[config.mk]
export PLATFORM = sky130hd
export DESIGN_NAME = noise_est_stream_ctrl
export DESIGN_NICKNAME = d
export VERILOG_FILES = /design/src/rtl/noise_est_stream_ctrl.sv
export SDC_FILE = /design/constraint.sdc
export NUM_CORES = 1
export LEC_CHECK = 0
export CAP_MARGIN = 20
export CORE_MARGIN = 3
export CORE_UTILIZATION = 51
export CTS_CLUSTER_SIZE = 10
export DETAILED_ROUTE_END_ITERATION = 8
export HOLD_SLACK_MARGIN = 0.02
export PLACE_DENSITY = 0.79
export SYNTH_ARGS = -nofsm -noshare
export SYNTH_HDL_FRONTEND = slang
export SYNTH_SLANG_ARGS = --single-unit
[constraint.sdc]
create_clock -name clk -period 2.8 [get_ports clk]
set_input_delay 0.42 -clock clk [delete_from_list [all_inputs] [get_ports clk]]
set_output_delay 0.42 -clock clk [all_outputs]
set_load 0.005 [all_outputs]
[src/rtl/noise_est_stream_ctrl.sv]
// Sequencer between the noise-estimation AXI read master and the estimator.
// Converts RGB read beats into a framed, registered luminance pixel stream.
module noise_est_stream_ctrl #(
   parameter int DATA_WIDTH      = 32,
   parameter int BYTE_DATA_WIDTH = 8,
   parameter int BLOCK_SIZE      = 8
) (
   input  logic                       clk,
   input  logic                       rst_n,
   input  logic                       frame_ready,
   input  logic [31:0]                blocks_per_frame,
   input  logic [DATA_WIDTH-1:0]      rdata,
   input  logic                       rvalid,
   input  logic                       rready,
   input  logic                       rlast,
   input  logic                       estimated_noise_ready,
   output logic [BYTE_DATA_WIDTH-1:0] pix_data,
   output logic                       pix_valid,
   output logic                       start_data,
   output logic                       start_of_frame,
   output logic                       block_last,
   output logic                       frame_done,
   output logic                       busy,
   output logic                       err_burst
);

   localparam int B  = BYTE_DATA_WIDTH;
   localparam int CW = (BLOCK_SIZE > 1) ? $clog2(BLOCK_SIZE) : 1;
   localparam logic [CW-1:0] LAST = CW'(BLOCK_SIZE - 1);

   typedef enum logic [1:0] {
      IDLE,
      STREAM,
      WAIT_EST,
      DONE
   } state_t;

   state_t        state;
   logic [CW-1:0] col;
   logic [CW-1:0] row;
   logic [31:0]   blk;
   logic [31:0]   total;

   logic [B-1:0] r;
   logic [B-1:0] g;
   logic [B-1:0] b;
   logic [B+1:0] sum;
   logic [B+1:0] mean;
   logic         acc;
   logic         col_last;
   logic         row_last;
   logic         blk_last;
   logic         unused_pad;

   // Channel extraction, RGB mean and row/block position decode
   always_comb begin
      r        = rdata[3*B-1:2*B];
      g        = rdata[2*B-1:B];
      b        = rdata[B-1:0];
      sum      = {2'b00, r} + {2'b00, g} + {2'b00, b};
      mean     = sum / (B+2)'(3);
      acc      = rvalid & rready & (state == STREAM);
      col_last = (col == LAST);
      row_last = (row == LAST);
      blk_last = (blk == total - 32'd1);
   end

   assign unused_pad = ^rdata[DATA_WIDTH-1:3*B];

   // Frame FSM, beat counters and registered pixel/framing outputs
   always_ff @(posedge clk or negedge rst_n) begin
      if (!rst_n) begin
         state          <= IDLE;
         col            <= '0;
         row            <= '0;
         blk            <= '0;
         total          <= '0;
         pix_data       <= '0;
         pix_valid      <= 1'b0;
         start_data     <= 1'b0;
         start_of_frame <= 1'b0;
         block_last     <= 1'b0;
         frame_done     <= 1'b0;
         busy           <= 1'b0;
         err_burst      <= 1'b0;
      end else begin
         pix_valid      <= 1'b0;
         start_data     <= 1'b0;
         start_of_frame <= 1'b0;
         block_last     <= 1'b0;
         frame_done     <= 1'b0;
         unique case (state)
            IDLE: begin
               if (frame_ready) begin
                  busy <= 1'b1;
                  if (blocks_per_frame != 32'd0) begin
                     state     <= STREAM;
                     total     <= blocks_per_frame;
                     err_burst <= 1'b0;
                     col       <= '0;
                     row       <= '0;
                     blk       <= '0;
                  end else begin
                     state      <= DONE;
                     frame_done <= 1'b1;
                  end
               end
            end
            STREAM: begin
               if (acc) begin
                  pix_valid      <= 1'b1;
                  pix_data       <= mean[B-1:0];
                  start_data     <= (col == '0) && (row == '0);
                  start_of_frame <= (col == '0) && (row == '0) &&
                                    (blk == 32'd0);
                  block_last     <= col_last && row_last;
                  if (rlast != col_last)
                     err_burst <= 1'b1;
                  col <= col_last ? '0 : col + 1'b1;
                  if (col_last)
                     row <= row_last ? '0 : row + 1'b1;
                  if (col_last && row_last) begin
                     blk <= blk + 32'd1;
                     if (blk_last)
                        state <= WAIT_EST;
                  end
               end
            end
            WAIT_EST: begin
               if (estimated_noise_ready) begin
                  state      <= DONE;
                  frame_done <= 1'b1;
               end
            end
            DONE: begin
               state <= IDLE;
               busy  <= 1'b0;
            end
            default: state <= IDLE;
         endcase
      end
   end

endmodule

; ---- Word-level counts from Yosys, hierarchy flattened
; Cells that the tools add are included.
[word_totals]
reg_bits = 87
in_bits = 71
out_inout_bits = 15
wordCells = 95
[op_classes]
n_addsub = 6
div = 1
n_eq_ne = 15
n_mux = 40
bitwise_logic = 2
reduce_logical = 18
[op_table]
columns = cell, n
row1 = $mux 32, 4
row2 = $pmux 32 s2, 1
row3 = $add 32x1->32 const B, 1
row4 = $eq 32x32->1, 1
row5 = $logic_not 32->1, 1
row6 = $reduce_bool 32->1, 1
row7 = $sub 32x1->32 const B, 1
row8 = $mux 3, 7
row9 = $reduce_and 5->1, 4
row10 = $mux 1, 16
row11 = $mux 2, 6
row12 = $ne 2x2->1 const B, 6
row13 = $pmux 3 s2, 2
row14 = $add 9x8->10, 1
row15 = $div 10x2->10 const B, 1
row16 = $add 8x8->9, 1
row17 = $pmux 2 s4, 1
row18 = $add 3x1->3 const B, 2
row19 = $eq 3x3->1 const B, 2
row20 = $logic_not 3->1, 2
row21 = $pmux 1 s2, 3
row22 = $eq 2x2->1 const B, 2
row23 = $ne 2x1->1 const B, 2
row24 = $reduce_and 2->1, 2
row25 = 8 further kinds, 12

; ---- Logic depth before layout (Yosys ltp)
; Gate-level depths: netlist of run 1.
[depth]
ltp_word = 6
ltp_mapped = 22
mapped_depth_nobuf = 20

; ---- Worst setup path after synthesis of run 1
; OpenSTA, ideal clock, no wires.
[synth_timing]
kind = in2reg
start = input rdata[1]
end = register pix_data[0]
setup_ns = 0.123
arrival_time_ns = 4.307
t_required_ns = 2.677
path_slack_ns = -1.630
stages = 20
n_path_buf = 1
path_cell_list = inv_1 -> fa_1 -> inv_1 -> ha_1 -> inv_1 -> fa_1 -> nor2b_1 -> o31ai_1 -> a21oi_1 -> nand2_1 -> maj3_1 -> o311a_2 -> and3_4 -> buf_6 -> a221oi_2 -> o2bb2ai_2 -> ha_1 -> nor3_1 -> o311ai_0 -> o221a_1
[synth_between]
elab_chain_cells = 2
[synth_lines]
columns = item, line
row1 = start: declaration, 12  ; input logic [DATA_WIDTH-1:0] rdata,
row2 = $add 9x8->10, 60  ; sum = {2'b00, r} + {2'b00, g} + {2'b00, b};
row3 = $div 10x2->10, 61  ; mean = sum / (B+2)'(3);
row4 = end signal: assignment, 112  ; pix_data <= mean[B-1:0];
row5 = end: declaration, 17  ; output logic [BYTE_DATA_WIDTH-1:0] pix_data,
; Every way passes these cells.
; A chain may end at the register's enable or synchronous reset.

; ---- Final worst setup path of run 1
[layout_timing]
start = input rdata[2]
end = register pix_data[0]
; Same word-level chain as after synthesis.

==> results of run 1 <==
## per-layer routing
metal | track usage | share of wire
met1 | 0.335 | 0.39
met2 | 0.528 | 0.52
met3 | 0.0498 | 0.053
met4 | 0.129 | 0.037
met5 | 0 | 0
## area by class of cell
| class | instances | area share |
|---|---|---|
| Timing Repair Buffer | 249 | 0.222 |
| Inverter | 41 | 0.0171 |
| Multi-Input combinational cell | 559 | 0.473 |
| Sequential cell | 87 | 0.230 |
| Clock inverter | 5 | 0.0112 |
| Tap cell | 168 | 0.0222 |
| Clock buffer | 11 | 0.0246 |
## synthesized netlist by cell type, drive strengths merged (17+ instances only)
master,number
a21oi,27
clkbuf,17
dfrtp,87
ha,21
inv,41
mux2,33
nand2,52
nand3,29
nor2,73
nor3,25
nor4,27
o21ai,29
xnor2,46
xor2,40
## metrics by stage
step	instances	setup TNS (ns)	setup slack [ns]	utilization
CTS	1115	-5.60	-1.20	0.762
global placement	1084	-20.39	-2.04	0.703
detailed placement	1084	-23.41	-2.17	0.703
finish	1120	-6.13	-1.27	0.774
floorplan	714	-5.41	-1.50	-
global route	1120	-7.35	-1.41	0.774
## cells by family after synthesis
family	Yosys count
and+or+nand+nor	264
muxes	39
adders and majority gates	31
AOI/OAI and AO/OA	139
buffers and inverters	68
DFF	87
xor gates and xnor gates	86
## placed cells by master (no fill, tap or decap), types with 4 or more instances in the layout
cell type / count
nand2_1: 49
and3_1: 7
buf_6: 7
nor2_1: 69
o21a_1: 6
or4_4: 5
mux2_2: 33
nor3_2: 4
ha_1: 14
nand3_1: 27
nor4_1: 22
ha_4: 6
dlygate4sd2_1: 15
dfrtp_1: 87
a21o_1: 5
inv_2: 9
a31oi_1: 5
or3_1: 6
o211ai_1: 5
fa_1: 7
mux2i_1: 6
o22ai_2: 4
o21ai_0: 23
nor3_1: 21
clkdlybuf4s50_1: 51
inv_1: 31
clkdlybuf4s15_1: 4
nand4_1: 12
buf_4: 162
xnor2_1: 43
clkbuf_16: 9
a21oi_1: 21
o21ai_2: 5
xor2_1: 40
## flip-flops by register name, indices dropped and copies added (netlist names)
register        flops
col                 3
busy                1
err_burst           1
block_last          1
pix_data            8
blk                32
frame_done          1
row                 3
state               2
start_data          1
start_of_frame      1
pix_valid           1
total              32
## worst max path at each step
stage	startpoint	end	slack, ns	cells past startpoint
CTS	rdata[17]	pix_data[0]	-1.20	19
finish	rdata[2]	pix_data[0]	-1.27	19
global route	rdata[2]	pix_data[0]	-1.41	17
detailed placement	rdata[17]	pix_data[0]	-2.17	20
floorplan	rdata[17]	pix_data[0]	-1.50	20
global placement	rdata[17]	pix_data[0]	-2.04	20
## power groups by stage
| stage | clock, uW | combinational, uW | sequential, uW |
|---|---|---|---|
| floorplan | 0 | 2610 | 1980 |
| global placement | 0 | 4230 | 1960 |
| detailed placement | 0 | 4410 | 1990 |
| CTS | 1400 | 4950 | 1980 |
| global route | 1440 | 5670 | 2030 |
| finish | 1380 | 5270 | 1990 |
## worst max-delay path, stage by stage
cell	delay [ns]
dlygate4sd2_1	0.24
fa_1	0.53
inv_2	0.05
fa_2	0.42
nor2b_4	0.13
o2111a_1	0.24
o41a_1	0.22
nand3_2	0.10
or4_4	0.52
o311a_4	0.16
buf_4	0.16
a31oi_4	0.18
a211oi_2	0.06
o2bb2ai_2	0.20
ha_4	0.19
nand2_2	0.07
nor2_4	0.10
mux2i_1	0.08
o221a_1	0.22
## repair_timing
item / 4_1_cts / 5_1_grt
pin swaps: 55 / 13
setup buffers: 14 / 5
hold buffers: 1 / 0
hold endpoints to repair: 15 / 0
resized for setup: 107 / 23
cloned: 0 / 0
setup endpoints to repair: 14 / 27
==> results.md, run 1 <==
* Top_reg_cell synth: dfrtp_1
* Crit path max fanout at 4
* Sw Pwr at 3420 uW
* Worst min path class: in2reg
* Final nets at 1048
* Chip height at 119 um
* Routed WL at 20.5 mm
* Register area share after synthesis at 0.336
* Fmax at 0.245 GHz
* Clock-pin slew on the worst setup and hold paths at 0.06 ns
* Count of max-cap constraint violations at 0
* Root Driver: clkbuf_16
* Hold Path Origin: blocks_per_frame[6]
* CTS max path bufs at 2
* Synth area leader: dfrtp_1
* Dpl hpwl at 14.9 mm
* Gr usage total at 0.291
* Synth Area in Adders at 0.0699
* Pwr/cell area at 914 nW/um^2
* Combinational power share at 0.609
* Reg-to-reg setup timing slack at -0.38 ns
* CTS H-Tree Depth at 3
* Top cell type's share of synthesized area at 0.336
* Post-route DRC violation count at 0
* Leakage power at 0.00417 uW
* Worst-skew pair later-pin latency at 0.36 ns
* Final RePlAce weighted congestion at 0.952
* Avg Inst Size Synth at 9.08 um^2
* Layout area overhead at 45.9%
* Sequential power share at 0.231
* Cells after synthesis at 714
* Antenna violations before repair at 1
* Compound-gate portion of the synthesized area at 0.155
* Fin worst setup slack at -1.27 ns
* FF+latch area at 2180 um^2
* DRT Pass-1 Iters at 5
* DR vias at 6649
* WHS Endpoint: total[6]
* Setup violators final at 9
* Power Total at 8640 uW
* Synth async-reset ratio at 1.00
* Sw frac at 0.395
* Global-route wire length before repair at 33.8 mm
* N_diodes at 0
* Synth Area in Simple Gates at 0.211
* Core area at 12200 um^2
* Worst slew pin tran at 0.536 ns
* Max-slew headroom at 0.640
* Mux cell area share after synthesis at 0.0666
* Syn nets at 815
* Max VDD drop at 512 uV
* Combinational family with the most area after synthesis: simple AND/OR/NAND/NOR gates
* Outcome: finished with violations
* Number of synthesized register bits at 87
* Top cells by area, synth: dfrtp_1 34%, xnor2_1 6.2%, mux2_2 5.7%, xor2_1 5.4%, nor2_1 4.2%
* Worst reg2reg endpoint: state[1]
* CTS buffer count at 9
* Cell variety after synth at 82
* Pins Over Slew Limit at 0
* CP endpoint kind: flop
* Largest net degree at the start of global routing at 73
* Final instance area at 9460 um^2
* Number of global-route vias before repair at 7033
* Congestion Overflow GR at 0
* Xor/xnor share of the synthesized area at 0.116
* Failing checks: negative setup slack
* Synth Warn # at 0
* Multi-input logic area at 4470 um^2
* DR WL/cell at 18.3 um
* TritonCTS clock tree: yes
* Synth Cell Area at 6480 um^2
* Cell Int Power at 5230 uW
* Port buffer count at 77
* Filler Cell Count at 786
* WP data arrival at 4.31 ns
* Crit path time final at 4.07 ns
* DR iter-0 viols at 489
* Clock power frac at 0.160
* Chip Width at 119 um
* IO Count at 86
* FF-to-FF path depth at 10
* Share of layout cells above drive strength 1 at 0.339
* Initial Util at 0.531
* Worst hold stages at 2
* Site row count at 40
* Final hold slack at 0.403 ns
* RR Startpoint: total[20]
* Die ar. at 14100 um^2
* Placed Area at 8580 um^2
* CP required at 3.04 ns
* Period Utilization, post-route at 1.46
* Critical path class: in2reg
* Final Hold Fails at 0
* Number of flops mapped to enable cells by yosys at 0
* Clock Sinks at 87
* Avg Vias per Cell at 5.94
* Max Clock Skew at 0.0149 ns
* Critical Path Source Type: input port
* Post-route ant nets at 0
* RSZ-0062 raised after global routing: true
(Power assumes the default switching activity.)
==> inputs of run 2 (changes only) <==
GPL_TIMING_DRIVEN = 0   (was not set)
==> run 2 against run 1 <==
The run still ends with negative setup slack left. Sequential cell count is the same. Non-clock buffer count shrank 84. Clock-buffer cell count shrank 2. Clock power shrank 10%. Register-to-register slack lost 0.05 ns. Sequential power grew 6%. Wire length grew 2.8%. Global-route usage shrank 1.8 points. Via count shrank 2.5%. Maximum frequency shrank 4.8%. Critical endpoint unchanged. Highest routed layer unchanged.
==> results.md, run 2 (same netlist as run 1, synthesis figures left out) <==
* Outcome: finished with violations
* Failing checks: negative setup slack
* DR WL/cell at 20.3 um
* Layout Utilization at 0.735
* Setup violators final at 8
* Final RePlAce weighted congestion at 0.914
* Top flop regs: blk (32), total (32), pix_data (8)
* CTS buffer count at 9
* Period Utilization, post-route at 1.53
* Largest net degree at the start of global routing at 51
* IO Count at 86
* Post-route ant nets at 0
* Chip height at 119 um
* DR iter-0 viols at 599
* CP required at 3.03 ns
* Placed Area at 7590 um^2
* N_diodes at 0
* Clock Sinks at 87
* Max-slew headroom at 0.594
* CP Cell Sequence: clkdlybuf4s15_1, fa_1, ha_4, buf_6, o21a_1, a211oi_4, buf_4, or3_4, buf_4, a2111oi_2, o31ai_2, o311a_4, buf_6, a31oi_4, a221oi_4, o2bb2ai_4, ha_4, nand2_1, nor2_2, mux2i_1, o221a_1
* Die ar. at 14100 um^2
* Worst slew pin tran at 0.608 ns
* Placed cell count at 960
* Sw Pwr at 3570 uW
* Clock-pin slew on the worst setup and hold paths at 0.06 ns
* Worst path top cell family by delay: compound AO/OA/AOI/OAI gates
* Non-filler cells, final at 1036
* CP endpoint kind: flop
* Gr usage total at 0.273
* Layout area overhead at 38.6%
* Leakage power at 0.00372 uW
* Fin worst setup slack at -1.48 ns
* Combinational power share at 0.599
* Pwr/cell area at 930 nW/um^2
* DRT Pass-1 Iters at 5
* RR Startpoint: total[3]
* Final instance area at 8980 um^2
* Port buffer count at 77
* Sw frac at 0.427
* Critical Path Source Type: input port
* Critical path class: in2reg
* Setup crit start: rdata[3]
* Fmax at 0.234 GHz
* TritonCTS clock tree: yes
* Worst-skew pair later-pin latency at 0.35 ns
* Root Driver: clkbuf_16
* Dpl ws at -2.40 ns
* WP data arrival at 4.51 ns
* Commonest non-fill, non-tap cells in the layout: 86 x dfrtp_1, 65 x nor2_1, 58 x buf_4
* CTS H-Tree Depth at 3
* Worst reg2reg endpoint: state[1]
* Max VDD drop at 523 uV
* Antenna violations before repair at 0
* Global-route wire length before repair at 31.6 mm
* Cell Int Power at 4790 uW
* Chip Width at 119 um
* Slowest-stage cell, CP: a2111oi_2
* DR vias at 6480
* Post-route DRC violation count at 0
* Crit path max fanout at 5
* Sequential power share at 0.253
* Max Clock Skew at 0.00967 ns
* Worst min path class: in2async
* Final nets at 964
* FF-to-FF path depth at 12
* Initial Util at 0.531
* Max stage delay on crit path at 0.49 ns
* Site row count at 40
* Routed WL at 21.0 mm
* RSZ-0062 raised after global routing: true
* CTS max path bufs at 2
* Most common cell after layout, fill and taps aside: dfrtp_1
* Worst path bufs/invs at 5
* Final hold slack at 0.0419 ns
* Reg-to-reg setup timing slack at -0.43 ns
* Clock power frac at 0.148
* Pins Over Slew Limit at 0
* Dpl hpwl at 13.4 mm
* Final Hold Fails at 0
* Avg Vias per Cell at 6.25
* Count of max-cap constraint violations at 0
* Core area at 12200 um^2
* Congestion Overflow GR at 0
* Number of global-route vias before repair at 6314
* Crit path time final at 4.28 ns
* Share of layout cells above drive strength 1 at 0.310
==> run 2: worst reg2reg max path: stages (launching register included) <==
cell	delay (ns)
dfrtp_1	0.39
or4_4	0.59
nor4b_4	0.32
and3_1	0.23
buf_6	0.14
xnor2_2	0.08
nor3b_2	0.19
o21bai_1	0.12
a21oi_1	0.25
o221a_2	0.25
a41oi_4	0.13
a221oi_4	0.25
mux2i_1	0.22
==> run 2: power by group through the flow <==
stage          clock network (uW)  registers [uW]  logic, uW
2_1_floorplan                   0            1980       2610
3_3_place_gp                    0            2070       3310
3_5_place_dp                    0            2090       3470
4_1_cts                      1250            2080       4320
5_1_grt                      1290            2160       5320
6_report                     1240            2110       5000
==> run 2: area by class of cell <==
class	count	area, um^2
timing repair buffer	145	1270
tap	168	210
clock inverter	7	77.6
sequential	87	2180
clock buffer	9	225
buffer	20	131
multi-input combinational	559	4730
fill	844	3230
inverter	41	161
==> run 2: timing repair <==
item                                    4_1_cts  5_1_grt
gates resized for setup                     149       68
endpoints found under the setup margin       78       50
hold buffers                                  0        0
pin swaps                                    61       50
setup buffers                                50       18
==> run 2: layer usage <==
metal  routed length (um)  up-vias  track usage
met5                    0        -            0
met4                  902        0       0.0963
met3                 1290       82       0.0478
met2                10900      298        0.491
met1                 7980     3208        0.328
li1                     -     2892            -
==> run 2: worst max-delay path by stage <==
stage / to / slack [ns] / cells past startpoint
floorplan: pix_data[0] / -1.50 / 20
global placement: pix_data[0] / -2.38 / 21
detailed placement: pix_data[0] / -2.40 / 21
CTS: pix_data[0] / -1.24 / 20
global route: pix_data[0] / -1.56 / 21
finish: pix_data[0] / -1.48 / 21
==> run 2: per-stage QoR <==
stage / power (uW) / TNS, ns
after global placement: 5390 / -216.36
after global routing: 8770 / -8.17
after CTS: 7650 / -5.40
after detailed placement: 5560 / -67.86
after floorplan: 4580 / -5.41
final: 8360 / -7.43
